File: config.mk
export PLATFORM = sky130hd
export DESIGN_NAME = i2c_slv_regif
export DESIGN_NICKNAME = d
export VERILOG_FILES = /design/src/rtl/i2c_slv_regif_pkg.sv /design/src/rtl/i2c_deglitch.sv /design/src/rtl/i2c_slv_regif.sv
export SDC_FILE = /design/constraint.sdc
export NUM_CORES = 1
export LEC_CHECK = 0
export BUFFER_PORTS_ARGS = -buffer_cell sky130_fd_sc_hd__buf_2
export CAP_MARGIN = 15
export CORE_MARGIN = 2
export CORE_UTILIZATION = 42
export CTS_CLUSTER_DIAMETER = 50
export DETAILED_ROUTE_END_ITERATION = 6
export PLACE_DENSITY = 0.71
export RECOVER_POWER = 25
export SYNTH_ARGS = -nofsm -noshare
export SYNTH_HDL_FRONTEND = slang
export SYNTH_HIERARCHICAL = 1
export SYNTH_SLANG_ARGS = --single-unit
File: constraint.sdc
create_clock -name clk -period 2.1 [get_ports clk]
set_input_delay 0.315 -clock clk [delete_from_list [all_inputs] [get_ports clk]]
set_output_delay 0.315 -clock clk [all_outputs]
set_load 0.05 [all_outputs]
File: src/rtl/i2c_slv_regif_pkg.sv
// Shared types and constants for the I2C register-file target: FSM states,
// ACK/NACK bus levels and the SCL-low timeout counter type.
package i2c_slv_regif_pkg;

  typedef enum logic [3:0] {
    ST_IDLE = 4'd0,
    ST_DEVA = 4'd1,
    ST_DACK = 4'd2,
    ST_REGA = 4'd3,
    ST_RACK = 4'd4,
    ST_WDAT = 4'd5,
    ST_WACK = 4'd6,
    ST_RDAT = 4'd7,
    ST_MACK = 4'd8,
    ST_IGNR = 4'd9
  } state_e;

  localparam logic SDA_ACK  = 1'b0;
  localparam logic SDA_NACK = 1'b1;

  localparam int TMO_W = 16;
  typedef logic [TMO_W-1:0] tmo_t;

endpackage

File: src/rtl/i2c_deglitch.sv
// Two-flop synchroniser followed by a glitch filter: the output follows the
// pad only after the new level has been stable for FILT_LEN clk cycles.
module i2c_deglitch #(
  parameter int FILT_LEN = 3
) (
  input  logic clk,
  input  logic srstz,
  input  logic i_pad,
  output logic o_filt
);

  localparam logic [2:0] CNT_LAST = 3'(FILT_LEN - 1);

  logic [1:0] sync_q;
  logic [2:0] cnt_q;
  logic       filt_q;

  // NOTE: sequential state uses non-blocking assignments only, so every
  // flop samples the pre-edge value of its neighbours.
  always_ff @(posedge clk) begin
    if (!srstz) begin
      sync_q <= 2'b11;
      cnt_q  <= '0;
      filt_q <= 1'b1;
    end else begin
      sync_q <= {sync_q[0], i_pad};
      if (sync_q[1] == filt_q) begin
        cnt_q <= '0;
      end else if (cnt_q == CNT_LAST) begin
        filt_q <= sync_q[1];
        cnt_q  <= '0;
      end else begin
        cnt_q <= cnt_q + 3'd1;
      end
    end
  end

  assign o_filt = filt_q;

endmodule

File: src/rtl/i2c_slv_regif.sv
// I2C target bridging SCL/SDA to single-cycle register write/read strobes.
// Optional SCL-stuck-low recovery is built when I2C_SCL_TIMEOUT_EN is defined.
module i2c_slv_regif
  import i2c_slv_regif_pkg::*;
#(
  parameter logic [6:0] DEV_ADDR = 7'h70,
  parameter int         FILT_LEN = 3
) (
  input  logic       clk,
  input  logic       srstz,
  input  logic       i_scl,
  input  logic       i_sda,
  output logic       o_sda_oe,
  output logic [7:0] o_addr,
  output logic [7:0] o_wdat,
  output logic       o_wr,
  output logic       o_rd,
  input  logic [7:0] i_rdat,
  output logic       o_busy
);

  logic scl_f, sda_f, scl_q, sda_q;
  logic scl_rise, scl_fall, start_det, stop_det, tmo_hit;

  i2c_deglitch #(.FILT_LEN(FILT_LEN)) u_scl_filt (
    .clk(clk), .srstz(srstz), .i_pad(i_scl), .o_filt(scl_f)
  );
  i2c_deglitch #(.FILT_LEN(FILT_LEN)) u_sda_filt (
    .clk(clk), .srstz(srstz), .i_pad(i_sda), .o_filt(sda_f)
  );

  assign scl_rise  =  scl_f & ~scl_q;
  assign scl_fall  = ~scl_f &  scl_q;
  assign start_det =  scl_f &  scl_q &  sda_q & ~sda_f;
  assign stop_det  =  scl_f &  scl_q & ~sda_q &  sda_f;

  state_e     state_q, state_d;
  logic [2:0] cnt_q, cnt_d;
  logic [7:0] shift_q, shift_d, addr_q, addr_d, wdat_q, wdat_d;
  logic       wr_q, wr_d, rd_q, rd_d, oe_q, oe_d, busy_q, busy_d, rw_q, rw_d;
  logic [7:0] byte_in;
  logic       last_bit;

  assign byte_in  = {shift_q[6:0], sda_f};
  assign last_bit = (cnt_q == 3'd7);

  // NOTE: every signal written here gets a default first, so no path can
  // leave one unassigned and infer a latch.
  always_comb begin
    state_d = state_q;
    cnt_d   = cnt_q;
    shift_d = shift_q;
    addr_d  = addr_q;
    wdat_d  = wdat_q;
    wr_d    = 1'b0;
    rd_d    = 1'b0;
    oe_d    = oe_q;
    busy_d  = busy_q;
    rw_d    = rw_q;
    if (rd_q) shift_d = i_rdat;

    if (stop_det || tmo_hit) begin
      state_d = ST_IDLE;
      oe_d    = 1'b0;
      busy_d  = 1'b0;
      cnt_d   = '0;
    end else if (start_det) begin
      state_d = ST_DEVA;
      oe_d    = 1'b0;
      busy_d  = 1'b1;
      cnt_d   = '0;
    end else begin
      unique case (state_q)
        ST_DEVA, ST_REGA, ST_WDAT: begin
          if (scl_fall) oe_d = 1'b0;
          if (scl_rise) begin
            shift_d = byte_in;
            cnt_d   = cnt_q + 3'd1;
            if (last_bit && state_q == ST_DEVA) begin
              rw_d    = byte_in[0];
              state_d = (byte_in[7:1] == DEV_ADDR) ? ST_DACK : ST_IGNR;
            end else if (last_bit && state_q == ST_REGA) begin
              addr_d  = byte_in;
              state_d = ST_RACK;
            end else if (last_bit) begin
              wdat_d  = byte_in;
              wr_d    = 1'b1;
              state_d = ST_WACK;
            end
          end
        end
        // cnt_q[0] marks that the ACK bit's SCL-rise has already passed.
        ST_DACK, ST_RACK, ST_WACK: begin
          if (scl_fall && !cnt_q[0]) begin
            oe_d = ~SDA_ACK;
          end else if (scl_fall) begin
            oe_d    = 1'b0;
            cnt_d   = '0;
            state_d = (state_q == ST_DACK) ? ST_REGA : ST_WDAT;
            if (state_q == ST_WACK) addr_d = addr_q + 8'd1;
          end
          if (scl_rise && state_q == ST_DACK && rw_q) begin
            rd_d    = 1'b1;
            cnt_d   = '0;
            state_d = ST_RDAT;
          end else if (scl_rise) begin
            cnt_d = 3'd1;
          end
        end
        ST_RDAT: begin
          if (scl_fall) oe_d = ~shift_q[7];
          if (scl_rise) begin
            shift_d = {shift_q[6:0], 1'b0};
            cnt_d   = cnt_q + 3'd1;
            if (last_bit) state_d = ST_MACK;
          end
        end
        ST_MACK: begin
          if (scl_fall) oe_d = 1'b0;
          if (scl_rise && sda_f == SDA_NACK) begin
            state_d = ST_IGNR;
          end else if (scl_rise) begin
            addr_d  = addr_q + 8'd1;
            rd_d    = 1'b1;
            state_d = ST_RDAT;
          end
        end
        default: ;
      endcase
    end
  end

  always_ff @(posedge clk) begin
    if (!srstz) begin
      scl_q   <= 1'b1;
      sda_q   <= 1'b1;
      state_q <= ST_IDLE;
      cnt_q   <= '0;
      shift_q <= '0;
      addr_q  <= '0;
      wdat_q  <= '0;
      wr_q    <= 1'b0;
      rd_q    <= 1'b0;
      oe_q    <= 1'b0;
      busy_q  <= 1'b0;
      rw_q    <= 1'b0;
    end else begin
      scl_q   <= scl_f;
      sda_q   <= sda_f;
      state_q <= state_d;
      cnt_q   <= cnt_d;
      shift_q <= shift_d;
      addr_q  <= addr_d;
      wdat_q  <= wdat_d;
      wr_q    <= wr_d;
      rd_q    <= rd_d;
      oe_q    <= oe_d;
      busy_q  <= busy_d;
      rw_q    <= rw_d;
    end
  end

`ifdef I2C_SCL_TIMEOUT_EN
  tmo_t tmo_q, tmo_d;

  assign tmo_hit = &tmo_q;

  always_comb begin
    tmo_d = tmo_q;
    if (scl_rise || !busy_q || tmo_hit) tmo_d = '0;
    else if (!scl_f)                    tmo_d = tmo_q + tmo_t'(1);
  end

  always_ff @(posedge clk) begin
    if (!srstz) tmo_q <= '0;
    else        tmo_q <= tmo_d;
  end
`else
  assign tmo_hit = 1'b0;
`endif

  assign o_sda_oe = oe_q;
  assign o_addr   = addr_q;
  assign o_wdat   = wdat_q;
  assign o_wr     = wr_q;
  assign o_rd     = rd_q;
  assign o_busy   = busy_q;

endmodule

==> results of run 1 <==
==> worst max-delay path by stage <==
| stage | from | to | slack (ps) | cells after the start |
|---|---|---|---|---|
| 2_1_floorplan | u_scl_filt/o_filt$_SDFFE_PN1P_ | state_q[1]$_SDFFE_PP0P_ | 160 | 6 |
| 3_3_place_gp | scl_q$_SDFF_PN1_ | o_addr[6]$_SDFFE_PN0P_ | 100 | 8 |
| 3_5_place_dp | state_q[1]$_SDFFE_PP0P_ | o_addr[3]$_SDFFE_PN0P_ | 70 | 6 |
| 4_1_cts | state_q[1]$_SDFFE_PP0P_ | o_addr[3]$_SDFFE_PN0P_ | 40 | 6 |
| 5_1_grt | state_q[0]$_SDFFE_PP0P_ | state_q[1]$_SDFFE_PP0P_ | 9 | 6 |
| 6_report | state_q[0]$_SDFFE_PP0P_ | state_q[1]$_SDFFE_PP0P_ | 100 | 6 |
==> registers in the layout (all words and copies together), names as in the netlist, 2 cells and up, named ones only <==
signal,cells
cnt_q,3
o_addr,8
o_wdat,8
shift_q,8
state_q,4
u_scl_filt/cnt_q,3
u_scl_filt/sync_q,2
u_sda_filt/cnt_q,3
u_sda_filt/sync_q,2
==> layout make-up <==
class,instances,share of cell area (%)
Multi-Input combinational cell,233,50.2
Clock buffer,5,2.09
Inverter,14,1.60
Timing Repair Buffer,59,11.8
Clock inverter,3,0.874
Tap cell,77,2.93
Sequential cell,50,30.5
==> kinds of logic after synthesis <==
kind of cell               synth area share, %
AOI/OAI and AO/OA                         21.5
xor gates and xnor gates                 0.944
adders and majority gates                 4.94
muxes                                     7.60
and+or+nand+nor                           24.3
DFF                                       36.0
buffers and inverters                     4.76
==> cell usage in the layout, fill, tap and decap left out, types with 3 or more instances in the layout <==
cell	count
dfxtp_1	48
nor2_1	35
buf_2	27
buf_4	23
nand2_1	22
mux2i_1	20
a21oi_1	15
inv_1	14
o211ai_1	10
ha_1	10
nand2b_1	9
nor2b_1	9
o21ai_0	8
o31ai_1	7
a211oi_1	7
nor4_1	6
nand3_1	5
clkbuf_8	5
clkbuf_1	5
nand4b_1	3
o31a_1	3
xnor2_1	3
or3b_1	3
nand3b_1	3
==> power breakdown <==
part | internal (mW) | switching (mW)
Sequential | 0.978 | 0.0621
Clock | 0.248 | 0.351
Combinational | 0.340 | 0.401
==> critical path, cell delays in order (launching register included) <==
cell and delay [ps]:
dfxtp_1 440, buf_4 200, nand4bb_1 210, or3b_2 510
o211ai_1 140, nor2_1 70, o311a_1 330
==> timing repair <==
item | CTS | global route
endpoints found under the setup margin | 0 | 15
gates resized for setup | 0 | 6
buffers inserted | 0 | 1
hold buffers | 0 | 0
==> layer usage <==
metal	GRT usage (%)	part of all wire [%]	wire, microns	up-vias
met5	0	0	0	-
met4	3.32	0.30	19	0
met3	3.40	3.8	240	2
met2	27.3	47	2970	48
met1	24.8	49	3060	1187
li1	-	-	-	1250
==> impl_metrics.json, run 1 <==
{
  "place_ws_ps": 65.7,
  "dieHeight_microns": 85.4,
  "synthTopCellsByArea": "dfxtp_1 (36%), mux2i_1 (7.2%), ha_1 (4.9%), nor2_1 (4.7%), nand2_1 (3.0%)",
  "core_sq_um": 6390,
  "ys_types": 65,
  "hold_viol": 0,
  "finish.instance_area_sq_um": 3290,
  "r2r_start": "state_q[0]$_SDFFE_PP0P_",
  "final_layout_size_suffix_gt1_share_pct": 22.3,
  "cp.required_ps": 2300,
  "cts_tree": "built",
  "synth_most_common_cell": "dfxtp_1",
  "grt_start_max_net_pins": 24,
  "slew_viol_final": 0,
  "cp_max_fo": 11,
  "avgSynthCellArea_sq_um": 8.87,
  "drt_first_pass_iters": 4,
  "multiInputGateArea_sq_um": 1650,
  "wire_per_inst_microns": 14.3,
  "finClkSkew_ps": 5.33,
  "yosysTopAreaCellShare_pct": 36.0,
  "fmax_mhz": 499,
  "grt_usage_pct": 17.3,
  "fin_crit_ps": 2000,
  "synthArstFlopShare_pct": 0,
  "hold_depth": 2,
  "start_util_pct": 43.6,
  "r2r_cells": 6,
  "fp.dieW_microns": 85.4,
  "synth_flop_cell": "dfxtp_1",
  "synthCells": 314,
  "wirelength_microns": 6290,
  "cts.path.max_buffers": 2,
  "timing.final.ws_setup_ps": 97.6,
  "ff2ff_setup_slack_ps": 100,
  "placed_area_sq_um": 3170,
  "fin_cells": 441,
  "ff_latch_area_sq_um": 1000,
  "drv_cap": 0,
  "synth_edf_count": 0,
  "ys_seq_area_share_pct": 36.0,
  "critical_path_class": "register to register",
  "drtIter0Drc": 224,
  "synth_common_cells": "dfxtp_1 (50), nor2_1 (35), nand2_1 (22), mux2i_1 (20), a21oi_1 (15)",
  "numCtsBuffers": 5,
  "postLayoutCoreUtil_pct": 51.5,
  "viasPerCell": 5.64,
  "critPathArrivalTime_ps": 2200,
  "rows": 29,
  "hpwl_microns": 4720,
  "hold_start": "i_sda",
  "p_per_area_nw_per_um2": 723,
  "irDropWorstVdd_mv": 0.548,
  "htree_levels": 2,
  "whs_ps": 185,
  "finalSetupViolCount": 0,
  "io_buffers": 31,
  "insertion_delay_ps": 300,
  "grt_pass1_vias": 2266,
  "grt_pass1_wl_microns": 10600,
  "drc": 0,
  "synth_seq_cells": 50,
  "worst_pin_slew_ps": 709,
  "synth_top_area_cell": "dfxtp_1",
  "vias": 2487,
  "p_leak_nw": 1.33,
  "status": "complete, no violations",
  "area_growth_pct": 18.2,
  "power.total_mw": 2.38,
  "fin_nets": 386,
  "reg2reg_to": "state_q[1]$_SDFFE_PP0P_",
  "path_clk_slew_ps": 100,
  "cts-root-buf": "clkbuf_8",
  "clock-sinks": 50,
  "worstHoldEndpoint": "u_sda_filt/sync_q[0]$_SDFF_PN1_",
  "ant_nets": 0,
  "rsz0062_at_grt": "no",
  "nFillCells": 611,
  "cp-end-kind": "register",
  "placed_cells": 432,
  "die-area_sq_um": 7300,
  "worst_slew_margin_rel_pct": 52.7,
  "overflow": 0,
  "gp_congestion": 0.854,
  "tns_ps": 0,
  "finalCritPeriodShare_pct": 95.4,
  "start_kind": "register",
  "synthesis.nets": 337,
  "diodes": 0,
  "yosysWarnings": 6,
  "syn_area_sq_um": 2780,
  "antenna_found_initial": 0,
  "hold_path.class": "primary input to register",
  "pin_count": 32
}
Note: power is estimated with default switching activity, not from simulation.
==> run 2, diff against run 1 <==
--- a/config.mk
+++ b/config.mk
@@ -15,5 +15,4 @@
 export RECOVER_POWER = 25
 export SYNTH_ARGS = -nofsm -noshare
 export SYNTH_HDL_FRONTEND = slang
-export SYNTH_HIERARCHICAL = 1
 export SYNTH_SLANG_ARGS = --single-unit
==> run 2 against run 1 <==
Cell count down 2.9%; sequential cell count unchanged; global-route usage down 0.067 points; critical endpoint is now o_addr[3]$_SDFFE_PN0P_; highest routed layer unchanged.
==> impl_metrics.json, run 2 <==
{
  "status": "complete, no violations",
  "synthArstFlopShare_pct": 0,
  "cts_tree": "built",
  "clock-sinks": 50,
  "finalCritPeriodShare_pct": 91.0,
  "cts.path.max_buffers": 2,
  "synth_top_area_cell": "dfxtp_1",
  "fp.dieW_microns": 83.8,
  "mostFrequentLayoutCell": "dfxtp_1",
  "irDropWorstVdd_mv": 0.375,
  "synth_most_common_cell": "dfxtp_1",
  "synthTopCellsByArea": "dfxtp_1 (37%), nand2_1 (6.9%), mux2i_1 (5.2%), ha_1 (4.7%), o21ai_0 (4.3%)",
  "nFillCells": 623,
  "path_clk_slew_ps": 90,
  "viasPerCell": 5.50,
  "final_layout_size_suffix_gt1_share_pct": 17.1,
  "diodes": 0,
  "whs_ps": 186,
  "htree_levels": 2,
  "grt_usage_pct": 17.3,
  "grt_pass1_vias": 2207,
  "drtIter0Drc": 130,
  "synthCells": 317,
  "wire_per_inst_microns": 13.7,
  "syn_area_sq_um": 2680,
  "ys_seq_area_share_pct": 37.4,
  "worstPathCellList": "buf_4 -> o21a_1 -> or3_4 -> nand2_1 -> o31ai_1 -> a32o_1",
  "p_per_area_nw_per_um2": 511,
  "pin_count": 32,
  "drv_cap": 0,
  "vias": 2353,
  "start_util_pct": 42.9,
  "place_ws_ps": 6.54,
  "grt_start_max_net_pins": 28,
  "cp-end-kind": "register",
  "finalSetupViolCount": 0,
  "antenna_found_initial": 0,
  "insertion_delay_ps": 300,
  "yosysWarnings": 0,
  "slew_viol_final": 0,
  "max_stage_delay_ps": 490,
  "yosysTopAreaCellShare_pct": 37.4,
  "worst_slew_margin_rel_pct": 29.6,
  "rows": 29,
  "p_leak_nw": 1.33,
  "overflow": 0,
  "hold_viol": 0,
  "hold_path.class": "primary input to register",
  "drt_first_pass_iters": 4,
  "cts_resized": 0,
  "timing.final.ws_setup_ps": 190,
  "synth_seq_cells": 50,
  "critical_path_class": "register to register",
  "cp_max_fo": 22,
  "fmax_mhz": 523,
  "critPathArrivalTime_ps": 2110,
  "io_buffers": 31,
  "avgSynthCellArea_sq_um": 8.44,
  "drc": 0,
  "hpwl_microns": 4290,
  "final_cell_mix": "dfxtp_1 (50), nand2_1 (49), buf_2 (24)",
  "cp_slowest_cell": "or3_4",
  "rsz0062_at_grt": "no",
  "post_cts_buffers": 0,
  "wirelength_microns": 5870,
  "finClkSkew_ps": 9.89,
  "synth_common_cells": "dfxtp_1 (50), nand2_1 (49), o21ai_0 (23), nor2_1 (18), mux2i_1 (14)",
  "start_kind": "register",
  "worst_pin_slew_ps": 1060,
  "gp_congestion": 0.849,
  "numCtsBuffers": 5,
  "fin_nets": 373,
  "synthesis.nets": 339,
  "cts-hold-fix-buffers": 0,
  "synth_edf_count": 0,
  "cp.required_ps": 2300,
  "tns_ps": 0,
  "synth_flop_cell": "dfxtp_1",
  "ant_nets": 0,
  "grt_pass1_wl_microns": 10000,
  "ys_types": 56,
  "dieHeight_microns": 83.8,
  "cts-root-buf": "clkbuf_8",
  "die-area_sq_um": 7030,
  "fin_crit_ps": 1910,
  "core_sq_um": 6240,
  "area_growth_pct": 12.8
}
[run 2: cell count changes after synthesis, sizes merged, moves of 8 or more]
cell,previous run,this run
nor2,35,19
nand2,22,49
a211oi,9,1
o21ai,11,23
[run 2: through the flow]
step | cells | util, % | area (sq um) | total power, mW
after floorplan | 317 | - | 2680 | 1.01
after global placement | 421 | 47.2 | 2940 | 1.02
after detailed placement | 421 | 47.2 | 2940 | 1.03
after CTS | 428 | 48.5 | 3020 | 1.56
after global routing | 428 | 48.4 | 3020 | 1.60
final | 428 | 48.4 | 3020 | 1.54
[run 2: final cells by class]
class	count	area (sq um)	area share [%]
multi-input cells	236	1530	50.8
inverters	10	37.5	1.24
well taps	77	96.3	3.19
clock inverters	1	7.51	0.249
clock buffers	6	72.6	2.40
flip-flops and latches	50	1000	33.2
repair buffers	48	272	8.99
[run 2: per-layer routing]
layer | vias to the layer above | global-route usage [%] | share of wire [%]
met2 | 52 | 29.4 | 47
met1 | 1107 | 22.3 | 47
met4 | 0 | 6.30 | 1.8
met3 | 9 | 2.37 | 3.9
met5 | - | 0 | 0
li1 | 1185 | - | -
[run 2: path summary, 6_finish.rpt]
kind,from,end,slack [ps],cells past startpoint
worst max-delay path,state_q[2]$_SDFFE_PP0P_,o_addr[3]$_SDFFE_PN0P_,190,6
worst min-delay path,i_sda,u_sda_filt.sync_q[0]$_SDFF_PN1_,190,2
worst max register to register,state_q[2]$_SDFFE_PP0P_,o_addr[3]$_SDFFE_PN0P_,190,6
worst min register to register,u_scl_filt.sync_q[0]$_SDFF_PN1_,u_scl_filt.sync_q[1]$_SDFF_PN1_,420,1
[run 2: report_power, final]
group	switching (mW)	leakage (nW)	internal, mW
sequential	0.00325	0.404	0.953
clock	0.312	0.0373	0.229
combinational	0.0275	0.885	0.0182
[run 2: cells by family (layout without fill, tap and decap cells)]
logic type	count (synthesis)	in the layout	share of synthesized area (%)
and+or+nand+nor	122	122	22.8
AOI/OAI and AO/OA	86	86	22.9
DFF	50	50	37.4
buffers and inverters	31	65	5.56
muxes	15	15	5.66
adders and majority gates	10	10	4.68
xor gates and xnor gates	3	3	0.982
[run 2: critical path: cells and delay by family (launching register included)]
kind                   cells  cell delay [ps]
AND/OR/NAND/NOR            2              640
AO/OA/AOI/OAI              3              530
buffers and inverters      1              220
flip-flops                 1              440
